**config.mk**
```make
export PLATFORM = sky130hd
export DESIGN_NAME = trx_scheduler
export DESIGN_NICKNAME = d
export VERILOG_FILES = /design/src/rtl/trx_scheduler.sv
export SDC_FILE = /design/constraint.sdc
export NUM_CORES = 1
export LEC_CHECK = 0
export ABC_AREA = 1
export CAP_MARGIN = 15
export CORE_MARGIN = 3
export CORE_UTILIZATION = 41
export DETAILED_ROUTE_END_ITERATION = 8
export GPL_TIMING_DRIVEN = 0
export PLACE_DENSITY = 0.59
export SLEW_MARGIN = 25
export SYNTH_ARGS = -nofsm -noshare
export SYNTH_HDL_FRONTEND = slang
export SYNTH_SLANG_ARGS = --single-unit
```
**constraint.sdc**
```tcl
create_clock -name clk -period 2.1 [get_ports clk]
set_clock_uncertainty 0.05 [all_clocks]
set_input_delay 0.42 -clock clk [delete_from_list [all_inputs] [get_ports clk]]
set_output_delay 0.42 -clock clk [all_outputs]
set_load 0.02 [all_outputs]
```
**src/rtl/trx_scheduler.sv**
```systemverilog
// ============================================================================
// trx_scheduler
//   Sequences one byte at a time through the modem chain:
//   queue byte -> load Hamming encoder -> run the modulator for one full
//   codeword (SAMPLE_NUMBER * DATA_WIDTH cycles) -> read the Hamming decoder
//   -> hand the decoded byte to the UART transmitter and wait for completion.
//
// Parameters
//   SAMPLE_NUMBER  samples per carrier period (power of two, >= 4)
//   DATA_WIDTH     Hamming codeword width in symbols
//   FIFO_DEPTH     byte queue depth (power of two, >= 2)
//
// Ports
//   clk, rst_n     clock, asynchronous active-low reset
//   rx_dv/rx_byte  byte strobe + data from the UART receiver
//   tx_active      UART transmitter busy
//   tx_done        UART transmitter finished a byte (strobe)
//   enc_wren/enc_data  encoder load strobe + byte
//   mod_en         sine generator / modulator / demodulator enable
//   dec_rden       decoder read strobe
//   tx_dv          UART transmit start strobe
//   busy           FSM not idle or queue not empty
//   overflow       one-cycle pulse when an incoming byte was dropped
//   drop_cnt       saturating dropped-byte count
//
// Build option
//   TRX_SCHEDULER_DROP_CNT_EN  when defined, drop_cnt counts overflow pulses
//                              (saturating at 255); otherwise it is tied to 0.
// ============================================================================
module trx_scheduler #(
    parameter int SAMPLE_NUMBER = 256,
    parameter int DATA_WIDTH    = 12,
    parameter int FIFO_DEPTH    = 4
) (
    input  logic       clk,
    input  logic       rst_n,
    input  logic       rx_dv,
    input  logic [7:0] rx_byte,
    input  logic       tx_active,
    input  logic       tx_done,
    output logic       enc_wren,
    output logic [7:0] enc_data,
    output logic       mod_en,
    output logic       dec_rden,
    output logic       tx_dv,
    output logic       busy,
    output logic       overflow,
    output logic [7:0] drop_cnt
);

    localparam int SW = $clog2(SAMPLE_NUMBER);
    localparam int BW = $clog2(DATA_WIDTH + 1);
    localparam int AW = $clog2(FIFO_DEPTH);
    localparam logic [BW-1:0] BIT_LAST = BW'(DATA_WIDTH - 1);

    typedef enum logic [2:0] {
        IDLE,
        LOAD,
        SEND,
        DECODE,
        SETTLE,
        WAIT_TX,
        WAIT_DONE
    } state_t;

    state_t state, state_nxt;

    // ------------------------------------------------------------------
    // Byte queue: pointers carry one extra wrap bit to tell full from empty.
    // ------------------------------------------------------------------
    logic [7:0]  fifo_mem [FIFO_DEPTH];
    logic [AW:0] wr_ptr, rd_ptr;
    logic        fifo_empty, fifo_full, fifo_pop, fifo_push, drop;

    assign fifo_empty = (wr_ptr == rd_ptr);
    assign fifo_full  = (wr_ptr[AW] != rd_ptr[AW]) &&
                        (wr_ptr[AW-1:0] == rd_ptr[AW-1:0]);
    // LOAD is only entered with a non-empty queue, so it always pops.
    assign fifo_pop   = (state == LOAD);
    // A pop in the same cycle frees the slot, so a push into a full queue
    // is still accepted then.
    assign fifo_push  = rx_dv && (!fifo_full || fifo_pop);
    assign drop       = rx_dv && fifo_full && !fifo_pop;

    always_ff @(posedge clk) begin
        if (fifo_push) begin
            fifo_mem[wr_ptr[AW-1:0]] <= rx_byte;
        end
    end

    always_ff @(posedge clk or negedge rst_n) begin
        if (!rst_n) begin
            wr_ptr   <= '0;
            rd_ptr   <= '0;
            overflow <= 1'b0;
        end else begin
            if (fifo_push) wr_ptr <= wr_ptr + (AW+1)'(1);
            if (fifo_pop)  rd_ptr <= rd_ptr + (AW+1)'(1);
            overflow <= drop;
        end
    end

    // ------------------------------------------------------------------
    // Frame timing: sample counter wraps into the symbol (bit) counter.
    // ------------------------------------------------------------------
    logic [SW-1:0] sample_cnt;
    logic [BW-1:0] bit_cnt;
    logic          frame_end;

    assign frame_end = (sample_cnt == '1) && (bit_cnt == BIT_LAST);

    always_ff @(posedge clk or negedge rst_n) begin
        if (!rst_n) begin
            state      <= IDLE;
            sample_cnt <= '0;
            bit_cnt    <= '0;
        end else begin
            state <= state_nxt;
            if (state == LOAD) begin
                sample_cnt <= '0;
                bit_cnt    <= '0;
            end else if (state == SEND) begin
                sample_cnt <= sample_cnt + SW'(1);
                if (sample_cnt == '1) begin
                    bit_cnt <= bit_cnt + BW'(1);
                end
            end
        end
    end

    always_comb begin
        state_nxt = state;
        enc_wren  = 1'b0;
        enc_data  = '0;
        mod_en    = 1'b0;
        dec_rden  = 1'b0;
        tx_dv     = 1'b0;
        case (state)
            IDLE: begin
                if (!fifo_empty) state_nxt = LOAD;
            end
            LOAD: begin
                enc_wren  = 1'b1;
                enc_data  = fifo_mem[rd_ptr[AW-1:0]];
                state_nxt = SEND;
            end
            SEND: begin
                mod_en = 1'b1;
                if (frame_end) state_nxt = DECODE;
            end
            DECODE: begin
                dec_rden  = 1'b1;
                state_nxt = SETTLE;
            end
            SETTLE: begin
                state_nxt = WAIT_TX;
            end
            WAIT_TX: begin
                if (!tx_active) begin
                    tx_dv     = 1'b1;
                    state_nxt = WAIT_DONE;
                end
            end
            WAIT_DONE: begin
                if (tx_done) state_nxt = IDLE;
            end
            default: state_nxt = IDLE;
        endcase
    end

    assign busy = (state != IDLE) || !fifo_empty;

`ifdef TRX_SCHEDULER_DROP_CNT_EN
    logic [7:0] drop_cnt_q;

    always_ff @(posedge clk or negedge rst_n) begin
        if (!rst_n) begin
            drop_cnt_q <= '0;
        end else if (overflow && (drop_cnt_q != 8'hFF)) begin
            drop_cnt_q <= drop_cnt_q + 8'd1;
        end
    end

    assign drop_cnt = drop_cnt_q;
`else
    assign drop_cnt = '0;
`endif

endmodule

```
==> results by group <==
Outcome
  – Run status: completed

STA
  – Worst hold slack: 0.0299 ns
  – # setup viols final: 0
  – Final Critical Period: 2.03 ns
  – Final Hold Vio Count: 0
  – Max frequency: about 490 MHz
  – Unrepaired setup endpoints after global routing: true
  – Slew @ Worst Pin: 0.550 ns
  – Final Slew Violations: 0
  – Slew HR: 63.3%
  – Final period util: 96.9%

Synthesis
  – Top cell type's share of synthesized area: 35.2%
  – Sequential area share after synthesis: 55.4%
  – EDFF count, synth: 32
  – Yosys reg bits: 54
  – Synth area leaders: edfxtp_1 (35%), dfrtp_1 (20%), nor2_1 (6.3%), nand2_1 (5.1%), o21ai_0 (3.9%)
  – Synth cell types: 32
  – Asr flop ratio synth: 40.7%
  – Yosys warnings: 0
  – Cell taking the most area after synthesis: edfxtp_1
  – Mean Syn Cell Area: between 9 and 10 µm²
  – Top_reg_cell synth: edfxtp_1
  – Mapped Cells: about 270
  – Cell area after synthesis: 0.00273 mm²

Pwr
  – Comb pwr share: 51.6%
  – Reg power frac: 32.6%
  – Switch Pwr: 0.00186 W
  – Internal power: approximately 0.0027 W
  – Worst ir drop on vdd: 663 µV
  – Cell Pwr Density: between 1000 and 1500 mW/mm²
  – Switching Share: 40.5%
  – Leak: roughly 1.5 nW
  – Clock power frac: between 15 and 20%

GRT
  – Overall routing resource usage: 14.7%
  – Antenna violations before repair: 0
  – GRT overflow: 0
  – First-pass GRT wire length: 8580 µm
  – Number of global-route vias before repair: about 1700
  – Largest net degree at the start of global routing: 23

Placed design
  – Port Buffers: 26
  – Post-DP HPWL: 3410 µm
  – Routability Congestion: 0.799

Clocking
  – Clock slew at reported path FFs: ~0.10 ns
  – CTS sink cnt: 54
  – # H-tree levels: 2
  – Worst-case clock buffer depth: 2
  – Root Buffer: clkbuf_8
  – Worst-skew pair later-pin latency: between 0.3 and 0.4 ns
  – # hold bufs at CTS: 0
  – CTS tree: done
  – Clock buffer count from CTS: 5

Worst setup path
  – CP max FO: 7
  – Startpoint Class: register
  – Worst R2R Path Depth: 8
  – Req. time, crit path: approximately 1.6 ns
  – Worst setup EP type: output pin
  – Critical path class: reg -> out
  – Worst EP arrival: about 1.6 ns

Layout
  – Final nets: 346
  – Commonest non-fill, non-tap cells in the layout: nor2_1 (42), nand2_1 (37), edfxtp_1 (32)
  – FF+latch area: 0.00151 mm²
  – # fillers: ~570
  – Layout cells sized above 1: 25.7%
  – Area occupied by multi-input gates: around 0.0011 mm²
  – Fin util: 53.8%
  – # diodes: 0
  – Most common cell after layout, fill and taps aside: nor2_1
  – Area growth, synth to finish: 26.0%

Route
  – Remaining DRCs: 0
  – Total wire length: approximately 5200 µm
  – Via count: 1883
  – DR pass1 iterations: 4
  – Routed length on met1: roughly 2400 µm
  – DR iter-0 viols: 74
  – WL met2: 2550 µm
  – Met3 WL: around 190 µm
  – Post-DRT Antenna Nets: 0
  – Top layer reached by signal wires: met4
  – Drt wl/cell: 12.9 µm
  – Vias per cell: 4.66

Die
  – Row Count: 29
  – Horiz. Die Dim: 87.5 µm
  – IO Count: 35
  – Die height: approximately 90 µm
  – Initial Util: a little over two fifths
  – Core ar.: 0.00639 mm²
  – DIE AREA: about 0.0077 mm²

Flow run
  – Max-cap violations: 0

Hold path
  – HP Class: in -> async
[stage by stage]
| step | total power [W] | instances | setup WS (ns) | setup TNS [ns] | area (µm²) |
|---|---|---|---|---|---|
| after CTS | 0.00419 | 392 | -0.00378 | -0.00378 | 3220 |
| after floorplan | 0.00289 | 280 | 0.367 | 0 | 2750 |
| after global routing | 0.00493 | 404 | -0.0446 | -0.111 | 3440 |
| after detailed placement | 0.00346 | 383 | -0.265 | -6.33 | 3100 |
| after global placement | 0.00345 | 383 | -0.278 | -7.07 | 3110 |
| final | 0.00459 | 404 | 0.0651 | 0 | 3440 |
[what timing repair did]
item                                    CTS  global route
setup buffers                             1            11
resized for setup                        53            33
endpoints found under the setup margin   45            11
pin swaps                                 1             2
gates cloned                              0             1
[final timing paths]
path                                                 from                        end  slack [ns]
worst max-delay path                 state[1]$_DFFE_PN0P_                enc_data[6]        0.07
worst min-delay path                                rst_n         overflow$_DFF_PN0_        0.03
worst max register to register      rd_ptr[0]$_DFFE_PN0P_   fifo_mem[3][6]$_DFFE_PP_        0.16
worst min register to register  sample_cnt[1]$_DFFE_PN0P_  sample_cnt[1]$_DFFE_PN0P_        0.47
max in group asynchronous                           rst_n  sample_cnt[6]$_DFFE_PN0P_        1.61
min in group clk                sample_cnt[1]$_DFFE_PN0P_  sample_cnt[1]$_DFFE_PN0P_        0.47
[area by class of cell]
cell class / count / share of cell area (%)
sequential: 54 / 44.0
multi-input combinational: 183 / 30.9
timing repair buffer: 39 / 10.8
buffer: 15 / 4.77
inverter: 28 / 3.35
tap: 77 / 2.80
clock buffer: 5 / 2.00
clock inverter: 3 / 1.38
[flip-flops by register name, summed over array words and instances, names as in the netlist]
name        cells
rd_ptr          3
bit_cnt         4
wr_ptr          3
state           3
fifo_mem       32
overflow        1
sample_cnt      8
[per-layer routing]
metal,vias to the layer above,GRT usage (%)
met2,27,23.6
met1,861,19.8
met5,-,0
met4,0,5.44
li1,990,-
met3,5,2.63
[power by group through the flow]
| stage | registers, W | logic [W] | clock network (W) |
|---|---|---|---|
| after floorplan | 0.00150 | 0.00139 | 0 |
| after global placement | 0.00152 | 0.00193 | 0 |
| after detailed placement | 0.00152 | 0.00194 | 0 |
| after CTS | 0.00149 | 0.00196 | 0.000743 |
| after global routing | 0.00152 | 0.00261 | 0.000798 |
| final | 0.00150 | 0.00237 | 0.000726 |
[critical path, cell delays in order (launching register included)]
cell and delay (ns):
dfrtp_1 0.38, buf_6 0.13, nor2_4 0.13, nand2_4 0.06, buf_12 0.14, clkbuf_16 0.16, a21oi_4 0.12, buf_6 0.13
[logic make-up (layout without fill, tap and decap cells)]
logic type                 count (synthesis)  in the layout  share of synthesized area, %
and+or+nand+nor                          123            123                          22.2
DFF                                       54             54                          55.4
buffers and inverters                     43             90                          8.63
AOI/OAI and AO/OA                         39             39                          8.44
adders and majority gates                  7              7                          3.21
xor gates and xnor gates                   6              6                          1.93
other                                      1              8                         0.138
[cell usage after synthesis (6+ instances only)]
library cell / instances
a21oi_2: 8
o21ai_0: 21
dfrtp_1: 22
nor2_1: 46
ha_1: 7
buf_4: 10
inv_1: 20
edfxtp_1: 32
nand2_1: 37
xor2_1: 6
nand3_1: 14
Note: power is estimated with default switching activity, not from simulation.
